[src/rtl/piano_pkg.sv]
// Shared widths, screen limits, colour constants and the pixel record
// used by the plot arbiter and its FIFO.
package piano_pkg;

    localparam int X_W      = 9;
    localparam int Y_W      = 8;
    localparam int COLOUR_W = 3;
    localparam int SCREEN_W = 320;
    localparam int SCREEN_H = 240;

    localparam logic [COLOUR_W-1:0] COL_WHITE = 3'b111;
    localparam logic [COLOUR_W-1:0] COL_BLACK = 3'b000;

    typedef enum logic {
        ST_IDLE,
        ST_LOCKED
    } lock_state_t;

    typedef struct packed {
        logic [X_W-1:0]      x;
        logic [Y_W-1:0]      y;
        logic [COLOUR_W-1:0] colour;
    } pixel_t;

    function automatic logic on_screen(pixel_t p);
        return (int'(p.x) < SCREEN_W) && (int'(p.y) < SCREEN_H);
    endfunction

endpackage

[src/rtl/plot_fifo.sv]
// Small synchronous FIFO buffering accepted pixels ahead of the VGA adapter.
// Pointers wrap naturally because DEPTH is a power of two.
module plot_fifo #(
    parameter int W     = 20,
    parameter int DEPTH = 4
) (
    input  logic         clock,
    input  logic         resetn,
    input  logic         push,
    input  logic         pop,
    input  logic [W-1:0] push_data,
    output logic         full,
    output logic         empty,
    output logic [W-1:0] head
);

    localparam int AW = $clog2(DEPTH);
    localparam logic [AW:0] FULL_CNT = (AW+1)'(DEPTH);

    logic [W-1:0]  mem [DEPTH];
    logic [AW-1:0] wr_ptr;
    logic [AW-1:0] rd_ptr;
    logic [AW:0]   count;
    logic          do_push;
    logic          do_pop;

    assign do_push = push & ~full;
    assign do_pop  = pop & ~empty;

    always_ff @(posedge clock) begin
        if (do_push) mem[wr_ptr] <= push_data;
    end

    always_ff @(posedge clock or negedge resetn) begin
        if (!resetn) begin
            wr_ptr <= '0;
            rd_ptr <= '0;
            count  <= '0;
        end else begin
            if (do_push) wr_ptr <= wr_ptr + 1'b1;
            if (do_pop)  rd_ptr <= rd_ptr + 1'b1;
            case ({do_push, do_pop})
                2'b10:   count <= count + 1'b1;
                2'b01:   count <= count - 1'b1;
                default: count <= count;
            endcase
        end
    end

    assign full  = (count == FULL_CNT);
    assign empty = (count == '0);
    assign head  = mem[rd_ptr];

endmodule

[src/rtl/plot_arbiter.sv]
// Merges the screen-clear and tile pixel streams into one plot stream; a
// started clear pass owns the bus until its last pixel. Optional clipping
// of off-screen pixels is enabled with PLOT_ARBITER_CLIP_EN.
//
// state     | meaning
// ST_IDLE   | no clear pass in progress; clr_valid alone still wins
// ST_LOCKED | clear pass started, tile stream held off until clr_last
module plot_arbiter
    import piano_pkg::*;
#(
    parameter int DEPTH = 4
) (
    input  logic                clock,
    input  logic                resetn,
    input  logic                clr_valid,
    output logic                clr_ready,
    input  logic                clr_last,
    input  logic [X_W-1:0]      clr_x,
    input  logic [Y_W-1:0]      clr_y,
    input  logic [COLOUR_W-1:0] clr_colour,
    input  logic                til_valid,
    output logic                til_ready,
    input  logic [X_W-1:0]      til_x,
    input  logic [Y_W-1:0]      til_y,
    input  logic [COLOUR_W-1:0] til_colour,
    output logic                out_plot,
    input  logic                out_ready,
    output logic [X_W-1:0]      out_x,
    output logic [Y_W-1:0]      out_y,
    output logic [COLOUR_W-1:0] out_colour,
    output logic                clear_active,
`ifdef PLOT_ARBITER_CLIP_EN
    output logic                clip_seen,
`endif
    output logic                busy
);

    lock_state_t state;
    lock_state_t state_nxt;
    logic        lock;
    logic        grant_clr;
    logic        clr_hs;
    logic        til_hs;
    logic        push;
    logic        pop;
    logic        full;
    logic        empty;
    pixel_t      in_pix;
    pixel_t      head_pix;
    pixel_t      last_pix;
    pixel_t      shown_pix;

    always_ff @(posedge clock or negedge resetn) begin
        if (!resetn) state <= ST_IDLE;
        else         state <= state_nxt;
    end

    always_comb begin
        state_nxt = state;
        if (clr_hs) state_nxt = clr_last ? ST_IDLE : ST_LOCKED;
    end

    always_comb begin
        lock = (state == ST_LOCKED);
    end

    // No pass-through on full: readiness ignores a same-cycle pop.
    assign grant_clr = lock | clr_valid;
    assign clr_ready = grant_clr & ~full;
    assign til_ready = ~grant_clr & ~full;
    assign clr_hs    = clr_valid & clr_ready;
    assign til_hs    = til_valid & til_ready;

    assign in_pix = grant_clr ? pixel_t'{clr_x, clr_y, clr_colour}
                              : pixel_t'{til_x, til_y, til_colour};

`ifdef PLOT_ARBITER_CLIP_EN
    assign push = (clr_hs | til_hs) & on_screen(in_pix);

    always_ff @(posedge clock or negedge resetn) begin
        if (!resetn)                                      clip_seen <= 1'b0;
        else if ((clr_hs | til_hs) && !on_screen(in_pix)) clip_seen <= 1'b1;
    end
`else
    assign push = clr_hs | til_hs;
`endif

    assign out_plot = ~empty;
    assign pop      = out_plot & out_ready;

    plot_fifo #(
        .W     ($bits(pixel_t)),
        .DEPTH (DEPTH)
    ) u_fifo (
        .clock     (clock),
        .resetn    (resetn),
        .push      (push),
        .pop       (pop),
        .push_data (in_pix),
        .full      (full),
        .empty     (empty),
        .head      (head_pix)
    );

    // Remember the pixel last handed over so the output holds it when empty.
    always_ff @(posedge clock or negedge resetn) begin
        if (!resetn)  last_pix <= '0;
        else if (pop) last_pix <= head_pix;
    end

    assign shown_pix    = empty ? last_pix : head_pix;
    assign out_x        = shown_pix.x;
    assign out_y        = shown_pix.y;
    assign out_colour   = shown_pix.colour;
    assign clear_active = grant_clr;
    assign busy         = grant_clr | ~empty;

endmodule
[config.mk]
export PLATFORM = sky130hd
export DESIGN_NAME = plot_arbiter
export DESIGN_NICKNAME = d
export VERILOG_FILES = /design/src/rtl/piano_pkg.sv /design/src/rtl/plot_fifo.sv /design/src/rtl/plot_arbiter.sv
export SDC_FILE = /design/constraint.sdc
export NUM_CORES = 1
export LEC_CHECK = 0
export CAP_MARGIN = 20
export CORE_MARGIN = 3
export CORE_UTILIZATION = 40
export CTS_CLUSTER_DIAMETER = 30
export DETAILED_ROUTE_END_ITERATION = 8
export PLACE_DENSITY = 0.61
export SLEW_MARGIN = 25
export SYNTH_ARGS = -nofsm -noshare
export SYNTH_HDL_FRONTEND = slang
export SYNTH_SLANG_ARGS = --single-unit
[constraint.sdc]
create_clock -name clock -period 2.6 [get_ports clock]
set_input_delay 0.78 -clock clock [delete_from_list [all_inputs] [get_ports clock]]
set_output_delay 0.78 -clock clock [all_outputs]
set_load 0.01 [all_outputs]
# Yosys cells after proc, flatten, opt, wreduce, memory -nomap -nowiden
# Memory sizes are Yosys's and may differ from the RTL's.
# Index checks and enable logic that the tools add are counted.
[totals] regBits=28 latchBits=0 mem_bits_rw=80 rom_bits=0 inputBits=46 out_inout_bits=25 word_cells=36 n_memories=1
[memory_table] name="u_fifo.mem" depth=4 word_bits=20 rd=1 rd_clocked_by_memory_dff=0 write_ports=1 line_no="plot_fifo.sv:20" rtl="logic [W-1:0] mem [DEPTH];"
[op_classes] n_addsub=4 mul=0 n_div=0 magnitude_cmp=0 n_eq_ne=3 shifts=0 n_mux=6 bitwise=13 reduce_logical=2
[op_table] cell="2-to-1 mux 20 bit" count=2
[op_table] cell="bitwise AND 1 bit" count=7
[op_table] cell="one-hot mux 3 bit (2 select lines)" count=1
[op_table] cell="adder 2 x 1 -> 2 bit (second input constant)" count=2
[op_table] cell="adder 3 x 1 -> 3 bit (second input constant)" count=1
[op_table] cell="== test 3 bit (second input constant)" count=1
[op_table] cell="logical NOT 3 bit" count=1
[op_table] cell="2-to-1 mux 1 bit" count=3
[op_table] cell="NOT 1 bit" count=3
[op_table] cell="bitwise OR 1 bit" count=3
[op_table] cell="subtractor 3 x 1 -> 3 bit (second input constant)" count=1
[op_table] cell="== test 2 x 1 -> 1 bit (second input constant)" count=1
[op_table] cell="== test 2 bit (second input constant)" count=1
[op_table] cell="nonzero test 2 bit" count=1

# Depth between registers and ports, before layout
# Gate-level depths: netlist (run 1).
[logic_depth] ltp_word=8 depth_mapped=9 depth_no_buf=9

# By module
# A second synthesis (run 1) with hierarchy kept.
[hier_totals] cells_unflattened=242 area_unflattened_um2=4743.3
[by_module_without_submodules] module="plot_fifo" instances=1 cells_each=141 area_each_um2=3331.9 seq_area_each_um2=2577.5
[by_module_without_submodules] module="plot_arbiter" instances=1 cells_each=101 area_each_um2=1411.4 seq_area_each_um2=525.5

# Least setup slack after synthesis (run 1)
# No wires, ideal clock.
[synth_path] kind="input to output" start="input clr_valid" end="output til_ready" arrival_time_ns=1.539 t_required_ns=1.820 path_slack_ns=0.281 stages=4 path_buffers=1 cell_sequence="nor2_1 > buf_2 > inv_1 > nor2_1"
[synth_between] elab_chain_cells=3
[synth_lines] element="start, declared" line_no="plot_arbiter.sv:15" rtl="input logic clr_valid,"
[synth_lines] element="bitwise OR 1 bit" line_no="plot_arbiter.sv:68" rtl="assign grant_clr = lock | clr_valid;"
[synth_lines] element="named net clear_active" line_no="plot_arbiter.sv:31" rtl="output logic clear_active,"
[synth_lines] element="NOT 1 bit" line_no="plot_arbiter.sv:70" rtl="assign til_ready = ~grant_clr & ~full;"
[synth_lines] element="bitwise AND 1 bit" line_no="plot_arbiter.sv:70"
[synth_lines] element="end, declared" line_no="plot_arbiter.sv:22" rtl="output logic til_ready,"
# The timed path passes the listed nets, and every way through them passes these cells.

# Final worst setup path (run 1)
[layout_path] start="register u_fifo.rd_ptr[0]" end="output out_y[7]"
[layout_between] elab_chain_cells=2
[layout_lines] element="start, declared" line_no="plot_fifo.sv:22" rtl="logic [AW-1:0] rd_ptr;"
[layout_lines] element="start signal, assigned" line_no="plot_fifo.sv:41" rtl="if (do_pop) rd_ptr <= rd_ptr + 1'b1;"
[layout_lines] element="memory read (4 x 20 bit)"
[layout_lines] element="2-to-1 mux 20 bit" line_no="plot_arbiter.sv:111" rtl="assign shown_pix = empty ? last_pix : head_pix;"
[layout_lines] element="end, declared" line_no="plot_arbiter.sv:29" rtl="output logic [Y_W-1:0] out_y,"
# No other way between the ends.

==> reports/metrics.cfg, run 1 <==
[outcome]
outcome=complete, but fails checks
violations=negative setup slack

[routing]
drt_iter0_drc=70
drc_errors=0
ant_nets=0
drt_wl_total_mm=8.43
wl_per_cell_um=17.5
vias=2419
dr.pass1.iters=4
viasPerCell=5.02

[timing]
hold_slack_ns=0.489
fmax_ghz=0.377
fin_crit_sh=1.02
setup_ws_ns=-0.0509
period_needed_ns=2.65
finalSetupViolations=20
worstMarginPinSlew_ns=0.696
worst_slew_margin_rel=0.536
drv_slew=0
hold_violations=0
rsz0062_at_grt=true
skew_ns=0.00745
fin_setup_tns_ns=-0.574

[global_routing]
use_met2=0.237
grt_max_degree=29
antenna_found_initial=0
grtUsageTotal=0.138
grt.busiest_layer=met2
grt_overflow=0
use_met1=0.178
use_met3=0.0238
grt_pass1_vias=2530
grt_pass1_wl_mm=13.6

[floorplan]
fp.coreArea_um2=11100
die_area_um2=13000
die_x_um=114
fp.dieH_um=114
num_rows=38
io_pins=71
initial_utilization=0.420

[clock_network]
clkTransAtPathRegs_ns=0.07
worstSkewPairLatency_ns=0.33
clock-sinks=108
tritoncts=yes
root_buffer=clkbuf_16
htreeDepth=3
cts_buffer_depth=2
cts_buffers=9

[setup_path]
critPathMaxStageDelay_ns=0.52
cp.arrival_ns=1.87
critPathMaxFanout=7
worst-setup-path-type=flip-flop to primary output
end_kind=primary output
crit_chain=buf_12 > mux4_2 > mux2_4 > buf_6
path_delay_family=multiplexers
slowest_stage=mux4_2
crit_required_ns=1.82
crit_buf_inv=2
cp-start-kind=flip-flop

[yosys]
async_reset_ff_frac=0.259
synth_area_leader_cell=edfxtp_1
synth_top_flop_cell=edfxtp_1
synth.most_common_cell=edfxtp_1
yosysSeqAreaShare=0.664
yosys.cell_types.count=27
synth_seq_cells=108
netlist_top_cells_count=edfxtp_1 (80), mux2_2 (43), dfrtp_1 (28)
syn_avg_cell_area_um2=19.6
netlist_instances=238
ys_warn_count=0
synth.net_count=290
syn_area_um2=4670
synth.top_cell.area_share=0.514
synth-edff-count=80
synth_area_leaders=edfxtp_1 (51%), dfrtp_1 (15%), mux2_2 (10%)

[finish]
final_core_util=0.547
finalNetCount=389
drive_gt1_frac=0.442
area_growth_pct=30.2
antenna_cells=0
fillers=916

[placement]
dp_slack_ns=-0.327
numPortBuffers=70
place_hpwl_mm=5.67
place.gp.congestion=0.744

[power_and_ir_drop]
p_per_area_nw_per_um2=1210
irDropWorstVdd_uv=519
power_mw=7.38
power_leakage_nw=2.32

[flow_run]
cap_viol_max_count=0

[min_path]
min_path_type=primary input to asynchronous set/reset pin

-- path summary, 6_finish.rpt --
path / startpoint / endpoint / slack, ns / cells past startpoint
min in group clock: last_pix[13]$_DFFE_PN0P_ / last_pix[13]$_DFFE_PN0P_ / 0.51 / 1
max in group asynchronous: resetn / u_fifo.rd_ptr[0]$_DFFE_PN0P_ / 1.63 / 1
hold / removal: resetn / last_pix[7]$_DFFE_PN0P_ / 0.49 / 1
hold reg to reg: last_pix[13]$_DFFE_PN0P_ / last_pix[13]$_DFFE_PN0P_ / 0.51 / 1
setup reg to reg: u_fifo.count[0]$_DFFE_PN0P_ / u_fifo.count[2]$_DFFE_PN0P_ / 0.39 / 10
setup / recovery: u_fifo.rd_ptr[0]$_DFFE_PN0P_ / out_y[7] / -0.05 / 4
-- state kept, by name (all words and copies together), names as in the netlist --
signal,cells
u_fifo.count,3
lock,1
u_fifo.rd_ptr,2
last_pix,20
u_fifo.mem,80
u_fifo.wr_ptr,2
-- worst register-to-register path, stage by stage, from the launching register on --
cell and delay (ns):
dfrtp_1 0.37, buf_4 0.15, or3b_1 0.42, o21a_2 0.15, inv_1 0.05, ha_1 0.16, inv_1 0.06, fa_1 0.37
xor2_1 0.15, nor2_1 0.11, xor2_1 0.15
-- area by class of cell --
type / instances / area [um^2] / area share
clock inverter: 5 / 67.6 / 0.0111
clock buffer: 11 / 253 / 0.0415
multi-input combinational: 112 / 1470 / 0.242
tap: 140 / 175 / 0.0288
inverter: 7 / 26.3 / 0.00432
timing repair buffer: 99 / 987 / 0.162
sequential: 108 / 3100 / 0.510
-- routing by layer --
metal / part of all wire / vias up / routed length, um
met5: 0 / - / 0
met4: 0.014 / 0 / 121
met3: 0.031 / 9 / 263
met2: 0.52 / 43 / 4380
met1: 0.43 / 1242 / 3660
li1: - / 1125 / -
-- power by group --
group | total [mW] | switching (mW) | leakage (nW) | internal [mW]
clock | 1.40 | 0.588 | 0.158 | 0.811
combinational | 3.31 | 1.34 | 1.10 | 1.97
sequential | 2.67 | 0.191 | 1.06 | 2.48
-- cell families (layout without fill, tap and decap cells) --
group | count (synthesis) | in the layout | synth area share
AO/OA/AOI/OAI | 4 | 4 | 0.00616
multiplexers | 82 | 82 | 0.262
buffers and inverters | 18 | 122 | 0.0225
AND/OR/NAND/NOR | 14 | 14 | 0.0166
flip-flops | 108 | 108 | 0.664
XOR/XNOR | 6 | 6 | 0.0113
adder cells (fa/ha/maj) | 6 | 6 | 0.0177
-- cells in the final DEF (no fill, tap or decap) --
| cell | n |
|---|---|
| nand2b_1 | 1 |
| inv_8 | 1 |
| a31oi_1 | 1 |
| clkinv_4 | 3 |
| nand2_1 | 1 |
| clkbuf_16 | 9 |
| clkdlybuf4s50_1 | 43 |
| bufinv_16 | 1 |
| fa_1 | 1 |
| dlymetal6s2s_1 | 1 |
| nor2_4 | 1 |
| and3_1 | 1 |
| dfrtp_1 | 27 |
| buf_2 | 1 |
| xnor2_1 | 3 |
| a21oi_1 | 1 |
| nor2b_1 | 1 |
| nor2_1 | 3 |
| mux2i_1 | 1 |
| mux2_2 | 41 |
| or3_1 | 1 |
| dfrtp_2 | 1 |
| buf_8 | 1 |
| o31a_1 | 1 |
| ha_1 | 5 |
| clkbuf_2 | 1 |
| mux4_2 | 20 |
| buf_6 | 23 |
| inv_1 | 7 |
| xor2_1 | 3 |
| clkbuf_8 | 2 |
| buf_12 | 3 |
| mux2_4 | 20 |
| o21a_2 | 1 |
| buf_4 | 22 |
| edfxtp_1 | 80 |
| and2_1 | 4 |
| or3b_1 | 1 |
| dlygate4sd2_1 | 4 |
-- stage by stage --
step / std cells / instance area [um^2]
finish: 482 / 6080
global route: 482 / 6080
CTS: 484 / 6080
detailed placement: 462 / 5690
global placement: 462 / 5690
floorplan: 238 / 4670
-- timing repair --
action | 4_1_cts | 5_1_grt
gates resized for setup | 110 | 15
endpoints found under the setup margin | 25 | 21
hold buffers | 0 | 0
pin swaps | 0 | 1
hold endpoints to repair | 0 | 0
gates cloned | 1 | 0
buffers inserted | 5 | 2
Note: power is estimated with default switching activity, not from simulation.
==> run 2: changes to the inputs <==
Settings changed: CORE_ASPECT_RATIO set to 1.5.
==> run 2 against run 1 <==
Against the previous run: the flow still finishes with violations (negative setup slack); global-route usage up 1.2 points; critical endpoint is now out_x[5]; die area up 0.20%; core utilization up 1.8 points; power up 5.6%.
==> reports/metrics.cfg, run 2 (synthesis gave the netlist of run 1 again) <==
[placement]
place.gp.congestion=0.698  ; -6.2%
numPortBuffers=70  ; unchanged
dpl-instance-area_um2=5790  ; +1.6%
place_hpwl_mm=6.08  ; +7.3%

[clock_network]
htreeDepth=3  ; unchanged
clkTransAtPathRegs_ns=0.07  ; about the same
worstSkewPairLatency_ns=0.34  ; about the same
cts_buffer_depth=2  ; unchanged
tritoncts=yes
root_buffer=clkbuf_16
clock-sinks=108  ; unchanged
cts_buffers=9  ; unchanged

[finish]
multiInputGateArea_um2=1480  ; +0.85%
area_growth_pct=35.9
fin_area_um2=6350  ; +4.3%
largest_register=u_fifo.mem
drive_gt1_frac=0.469  ; +0.0276
layout_commonest_cell=edfxtp_1
finalNetCount=403  ; +3.6%
reg_top3=u_fifo.mem: 80 flops, last_pix: 20 flops, u_fifo.count: 3 flops
fillers=874  ; -4.6%
layout_common_cells=edfxtp_1 (80), clkdlybuf4s50_1 (44), mux2_2 (41)
register_area_um2=3100  ; unchanged
antenna_cells=0  ; unchanged
final_core_util=0.565  ; +0.0183
largest_reg_flops=80  ; unchanged

[timing]
rsz0062_at_grt=true
drv_slew=0  ; unchanged
setup_ws_ns=-0.146  ; -0.0949 ns
fin_crit_sh=1.06  ; +0.0365
hold_violations=0  ; unchanged
worst_slew_margin_rel=0.520  ; -0.0157
period_needed_ns=2.75  ; +0.0949 ns
fmax_ghz=0.364  ; -3.5%
fin_setup_tns_ns=-2.28  ; -1.70 ns
skew_ns=0.00868  ; +0.00123 ns
worstMarginPinSlew_ns=0.720  ; +0.0236 ns
finalSetupViolations=20  ; unchanged
hold_slack_ns=0.489  ; -0.000375 ns

[global_routing]
grt_pass1_wl_mm=14.2  ; +5.1%
antenna_found_initial=0  ; unchanged
grt_max_degree=29  ; unchanged
grt_overflow=0  ; unchanged
grt_pass1_vias=2704  ; +6.9%
grtUsageTotal=0.150  ; +0.0117

[routing]
drt_iter0_drc=128  ; +83%
viasPerCell=4.96  ; -1.2%
drc_errors=0  ; unchanged
wl_per_cell_um=17.7  ; +1.4%
ant_nets=0  ; unchanged
vias=2493  ; +3.1%
dr.pass1.iters=4  ; unchanged
drt_wl_total_mm=8.92  ; +5.9%

[floorplan]
die_x_um=94.2  ; -17%
fp.coreArea_um2=11200  ; +0.96%
die_area_um2=13000  ; +0.20%
fp.dieH_um=138  ; +21%
initial_utilization=0.416  ; -0.00398
num_rows=47  ; +24%
io_pins=71  ; unchanged

[setup_path]
cp.arrival_ns=1.97  ; +0.10 ns
slowest_stage=mux4_2
worst-setup-path-type=flip-flop to primary output
end_kind=primary output
critPathMaxFanout=5  ; -2
crit_required_ns=1.82  ; about the same
critPathMaxStageDelay_ns=0.50  ; -0.02 ns
crit_chain=buf_8 > buf_6 > mux4_2 > mux2_4 > buf_6
cp-start-kind=flip-flop
cp_common_cell=buf_6

[outcome]
outcome=complete, but fails checks
violations=negative setup slack

[power_and_ir_drop]
irDropWorstVdd_uv=576  ; +11%
p_per_area_nw_per_um2=1230  ; +1.2%
power_leakage_nw=2.44  ; +5.2%

[flow_run]
cap_viol_max_count=0  ; unchanged

[min_path]
min_path_type=primary input to asynchronous set/reset pin

-- run 2: changes by cell type in the layout (fill, tap and decap cells not counted), moves of 2 or more --
cell      change
clkinv_2      +2
buf_12        +7
buf_6         +6
clkinv_4      -3
-- run 2: metal layers --
layer,vias up,routed length (um),part of all wire,GRT usage
met4,0,173,0.019,0.0731
met1,1266,3350,0.38,0.166
met2,58,5060,0.57,0.271
li1,1157,-,-,-
met5,-,0,0,0
met3,12,336,0.038,0.0250
-- run 2: timing repair --
| item | CTS | global route |
|---|---|---|
| endpoints found under the setup margin | 25 | 20 |
| gates resized for setup | 123 | 4 |
| pin swaps | 1 | 0 |
| buffers inserted | 15 | 2 |
| hold buffers | 0 | 0 |
-- run 2: area by class of cell --
cell class,count,share of cell area
clock inverter,4,0.0110
clock buffer,12,0.0420
tap,147,0.0290
multi-input combinational,112,0.234
inverter,7,0.00414
sequential,108,0.489
timing repair buffer,113,0.191
-- run 2: power breakdown --
part / switching [mW] / internal (mW)
Sequential: 0.203 / 2.48
Combinational: 1.39 / 2.24
Clock: 0.563 / 0.919
Total: 2.16 / 5.64
-- run 2: path summary, 6_finish.rpt --
path | startpoint | to | slack, ns | depth (start not counted)
max reg2reg | u_fifo.count[0]$_DFFE_PN0P_ | u_fifo.count[2]$_DFFE_PN0P_ | 0.39 | 10
max in group asynchronous | resetn | u_fifo.rd_ptr[0]$_DFFE_PN0P_ | 1.60 | 1
min in group clock | last_pix[1]$_DFFE_PN0P_ | last_pix[1]$_DFFE_PN0P_ | 0.51 | 1
min | resetn | last_pix[6]$_DFFE_PN0P_ | 0.49 | 1
min reg2reg | last_pix[1]$_DFFE_PN0P_ | last_pix[1]$_DFFE_PN0P_ | 0.51 | 1
max | u_fifo.rd_ptr[0]$_DFFE_PN0P_ | out_x[5] | -0.15 | 5
-- run 2: critical path: cells and delay by family, from the launching register on --
kind / cells / cell delay, ns
DFF: 1 / 0.47
muxes: 2 / 0.78
buffers and inverters: 3 / 0.36
-- run 2: stage by stage --
step | power (mW) | setup slack [ns] | std cells
after floorplan | 4.58 | 0.281 | 238
after global placement | 5.93 | -0.304 | 470
after detailed placement | 6.00 | -0.326 | 470
after CTS | 7.88 | -0.188 | 501
after global routing | 8.26 | -0.211 | 503
final | 7.80 | -0.146 | 503
==> variant 1: new RTL, config.mk and constraints of run 2 <==
Set the package constant `Y_W` to 6 (it was 8).
--- a/src/rtl/piano_pkg.sv
+++ b/src/rtl/piano_pkg.sv
@@ -3,7 +3,7 @@
 package piano_pkg;
 
     localparam int X_W      = 9;
-    localparam int Y_W      = 8;
+    localparam int Y_W      = 6;
     localparam int COLOUR_W = 3;
     localparam int SCREEN_W = 320;
     localparam int SCREEN_H = 240;
Interface: changed (resized clr_y, out_y and til_y); port bits go from 71 to 65. No check against the original RTL was run, so the function may have changed too.
==> variant 1 against run 2 <==
  * The run still ends with setup timing left
  * Worst hold slack gained 0.019 ns
  * Count of clock-buffer cells in the layout shrank 1
  * Combinational power shrank 9.1%
  * First-iteration DRC count shrank 38%
  * Design area shrank 11%
  * Clock power shrank 23%
  * Area after synthesis shrank 8.9%
  * Routed wire length shrank 9.8%
  * Sequential cell count shrank 10
  * Total power shrank 12%
  * Setup slack gained 0.064 ns
  * Critical endpoint is now out_colour[1]
  * Largest cell class unchanged
  * Largest power group unchanged
  * Highest routed layer unchanged
==> variant 1: results (changes against run 2) <==
ys_top_cells_by_area: "edfxtp_1 51%, dfrtp_1 15%, mux2_2 10%"  # unchanged
synth-edff-count: 72  # was 80
layout.nonclk_buf_share_pct: 17.7  # was 19.1%
dr_wl_met3_um: 232  # was 336 um
multi_input_cells: 105  # was 112
intPower_uw: 4890  # was 5640 uW
synth_xor_xnor_area_share_pct: 1.24  # was 1.12%
synth.ff_latch_count: 98  # was 108
violations: "setup timing"  # unchanged
grt_use_met1_pct: 17.4  # was 16.6%
layout.nets: 368  # was 403
portBuffers: 64  # was 70
p_comb_share_pct: 48.0  # was 46.5%
slowest_delay_ns: 0.52  # was 0.50 ns
dp_hpwl_um: 5450  # was 6080 um
synth_fp_nets: 268  # was 290
fin_skew_ns: 0.00217  # was 0.00868 ns
num-nonclk-buffers: 99  # was 113
setup_viol_count_final: 12  # was 20
synthAdderAreaFrac_pct: 1.94  # was 1.77%
drive_gt1_share_pct: 43.7  # was 46.9%
synth_compound_area_share_pct: 0.941  # was 0.616%
postPlaceCellArea_mm2: 0.00528  # was 0.00579 mm^2
status: "finished with violations"  # unchanged
grt_pass1_wl_um: 13200  # was 14200 um
layout_setup_ws_ns: -0.0813  # was -0.146 ns
variant 1: cell count changes after synthesis, sizes merged, moves of 2 or more:
cell and change:
edfxtp -8, mux2 -6, dfrtp -2, mux4 -2
variant 1: worst max-delay path by stage:
stage,endpoint,slack (ns),start,cells after the start
after floorplan,u_fifo.count[2],0.33,out_ready,8
after global placement,til_ready,-0.27,clr_valid,5
after detailed placement,til_ready,-0.29,clr_valid,5
after CTS,out_x[2],-0.15,u_fifo.rd_ptr[0],4
after global routing,out_colour[1],-0.14,u_fifo.rd_ptr[0],5
final,out_colour[1],-0.08,u_fifo.rd_ptr[0],5
variant 1: per-stage QoR:
step	hold slack (ns)	power (uW)	util, %	cells
2_1_floorplan	0.477	4230	-	220
3_3_place_gp	0.486	5460	51.5	441
3_5_place_dp	0.492	5530	51.5	441
4_1_cts	0.511	6880	55.0	463
5_1_grt	0.528	7290	55.3	466
6_report	0.508	6880	55.3	466
==> variant 2: new RTL, flow settings as in run 2 <==
Without the edit above. Build with the macro `PLOT_ARBITER_CLIP_EN` defined.
--- a/src/rtl/plot_arbiter.sv
+++ b/src/rtl/plot_arbiter.sv
@@ -5,6 +5,8 @@
 // state     | meaning
 // ST_IDLE   | no clear pass in progress; clr_valid alone still wins
 // ST_LOCKED | clear pass started, tile stream held off until clr_last
+`define PLOT_ARBITER_CLIP_EN
+
 module plot_arbiter
     import piano_pkg::*;
 #(
Function (old outputs only; new: clip_seen): changed (a bounded check fails within 4 cycles, from zero or initial values and one cycle with resetn low).
==> variant 2 against run 2 <==
  * The run still ends with setup timing left
  * Sequential power shrank 5%
  * Utilization grew 0.70 points
  * Design area grew 1.2%
  * First-iteration DRC count shrank 34%
  * Total power shrank 6.0%
  * Setup slack gained 0.023 ns
  * Critical path type unchanged
  * Routed wire length grew 4.5%
  * Global-route usage grew 0.64 points
  * Sequential share of layout area shrank 0.21 points
  * Sequential cell count grew 1
  * Non-clock buffer count is the same
  * Combinational power shrank 5.5%
  * Critical endpoint is now out_y[2]
  * Area after synthesis grew 0.48%
==> variant 2: results (changes against run 2) <==
p_comb_share_pct: 46.8  # was 46.5%
grt_usage_pct: 15.6  # was 15.0%
yosys.cell_types.count: 32  # was 27
dr_wl_met3_um: 284  # was 336 um
hold_class: "register to register"  # was input pin to async pin
status: "finished with violations"  # unchanged
grt_pass1_vias: 2782  # was 2704
yosysSeqAreaShare_pct: 66.6  # was 66.4%
setup_viol_count_final: 20  # unchanged
portBuffers: 71  # was 70
pg_clk_uw: 1350  # was 1480 uW
place.gp.congestion: 0.718  # was 0.698
grt_use_met1_pct: 18.5  # was 16.6%
async_reset_ff_share_pct: 26.6  # was 25.9%
grt_max_degree: 30  # was 29
wl_met2_um: 5220  # was 5060 um
p_leak_uw: 0.00245  # was 0.00244 uW
layout_setup_ws_ns: -0.123  # was -0.146 ns
intPower_uw: 5250  # was 5640 uW
violations: "setup timing"  # unchanged
vdd_ir_drop_max_mv: 0.545  # was 0.576 mV
grtUsageMet2_pct: 27.9  # was 27.1%
viasPerCell: 5.00  # was 4.96
dpl_worst_slack_ns: -0.572  # was -0.326 ns
num-fill-cells: 876  # was 874
fin_skew_ns: 0.00380  # was 0.00868 ns
[variant 2: timing repair]
action,in CTS,in global routing
resized for setup,143,6
hold buffers,0,0
buffers inserted,11,2
setup endpoints to repair,107,23
pin swaps,1,3
[variant 2: path summary, 6_finish.rpt]
check	cells past startpoint	slack (ns)	end
worst min register to register	1	0.49	clip_seen
worst max-delay path	5	-0.12	out_y[2]
max in group asynchronous	1	1.58	u_fifo.rd_ptr[0]
worst min-delay path	1	0.49	clip_seen
min in group asynchronous	1	0.50	u_fifo.count[0]
worst max register to register	12	0.21	u_fifo.count[2]
[variant 2: cells by family (layout without fill, tap and decap cells)]
| family | Yosys count | in the layout | share of synthesized area (%) |
|---|---|---|---|
| AOI/OAI and AO/OA | 7 | 7 | 1.31 |
| and+or+nand+nor | 20 | 20 | 2.59 |
| DFF | 109 | 109 | 66.6 |
| adders and majority gates | 6 | 6 | 1.76 |
| muxes | 82 | 82 | 24.5 |
| xor gates and xnor gates | 6 | 6 | 1.12 |
| buffers and inverters | 19 | 136 | 2.08 |
[variant 2: through the flow]
step	setup TNS (ns)	power (uW)	std cells	instance area (um^2)	hold WS (ns)
after global placement	-35.90	5500	486	5860	0.481
after CTS	-2.22	7430	512	6420	0.497
after detailed placement	-42.09	5560	486	5860	0.483
final	-1.64	7330	513	6430	0.492
after global routing	-2.84	7760	513	6430	0.507
after floorplan	-0.125	4240	249	4710	0.463
[variant 2: cell type report]
cell class	count	area [um^2]	share of cell area, %
inverter	7	26.3	0.409
clock buffer	11	243	3.78
clock inverter	5	58.8	0.915
timing repair buffer	113	1210	18.8
tap	147	184	2.86
sequential	109	3130	48.7
multi-input combinational	121	1580	24.6
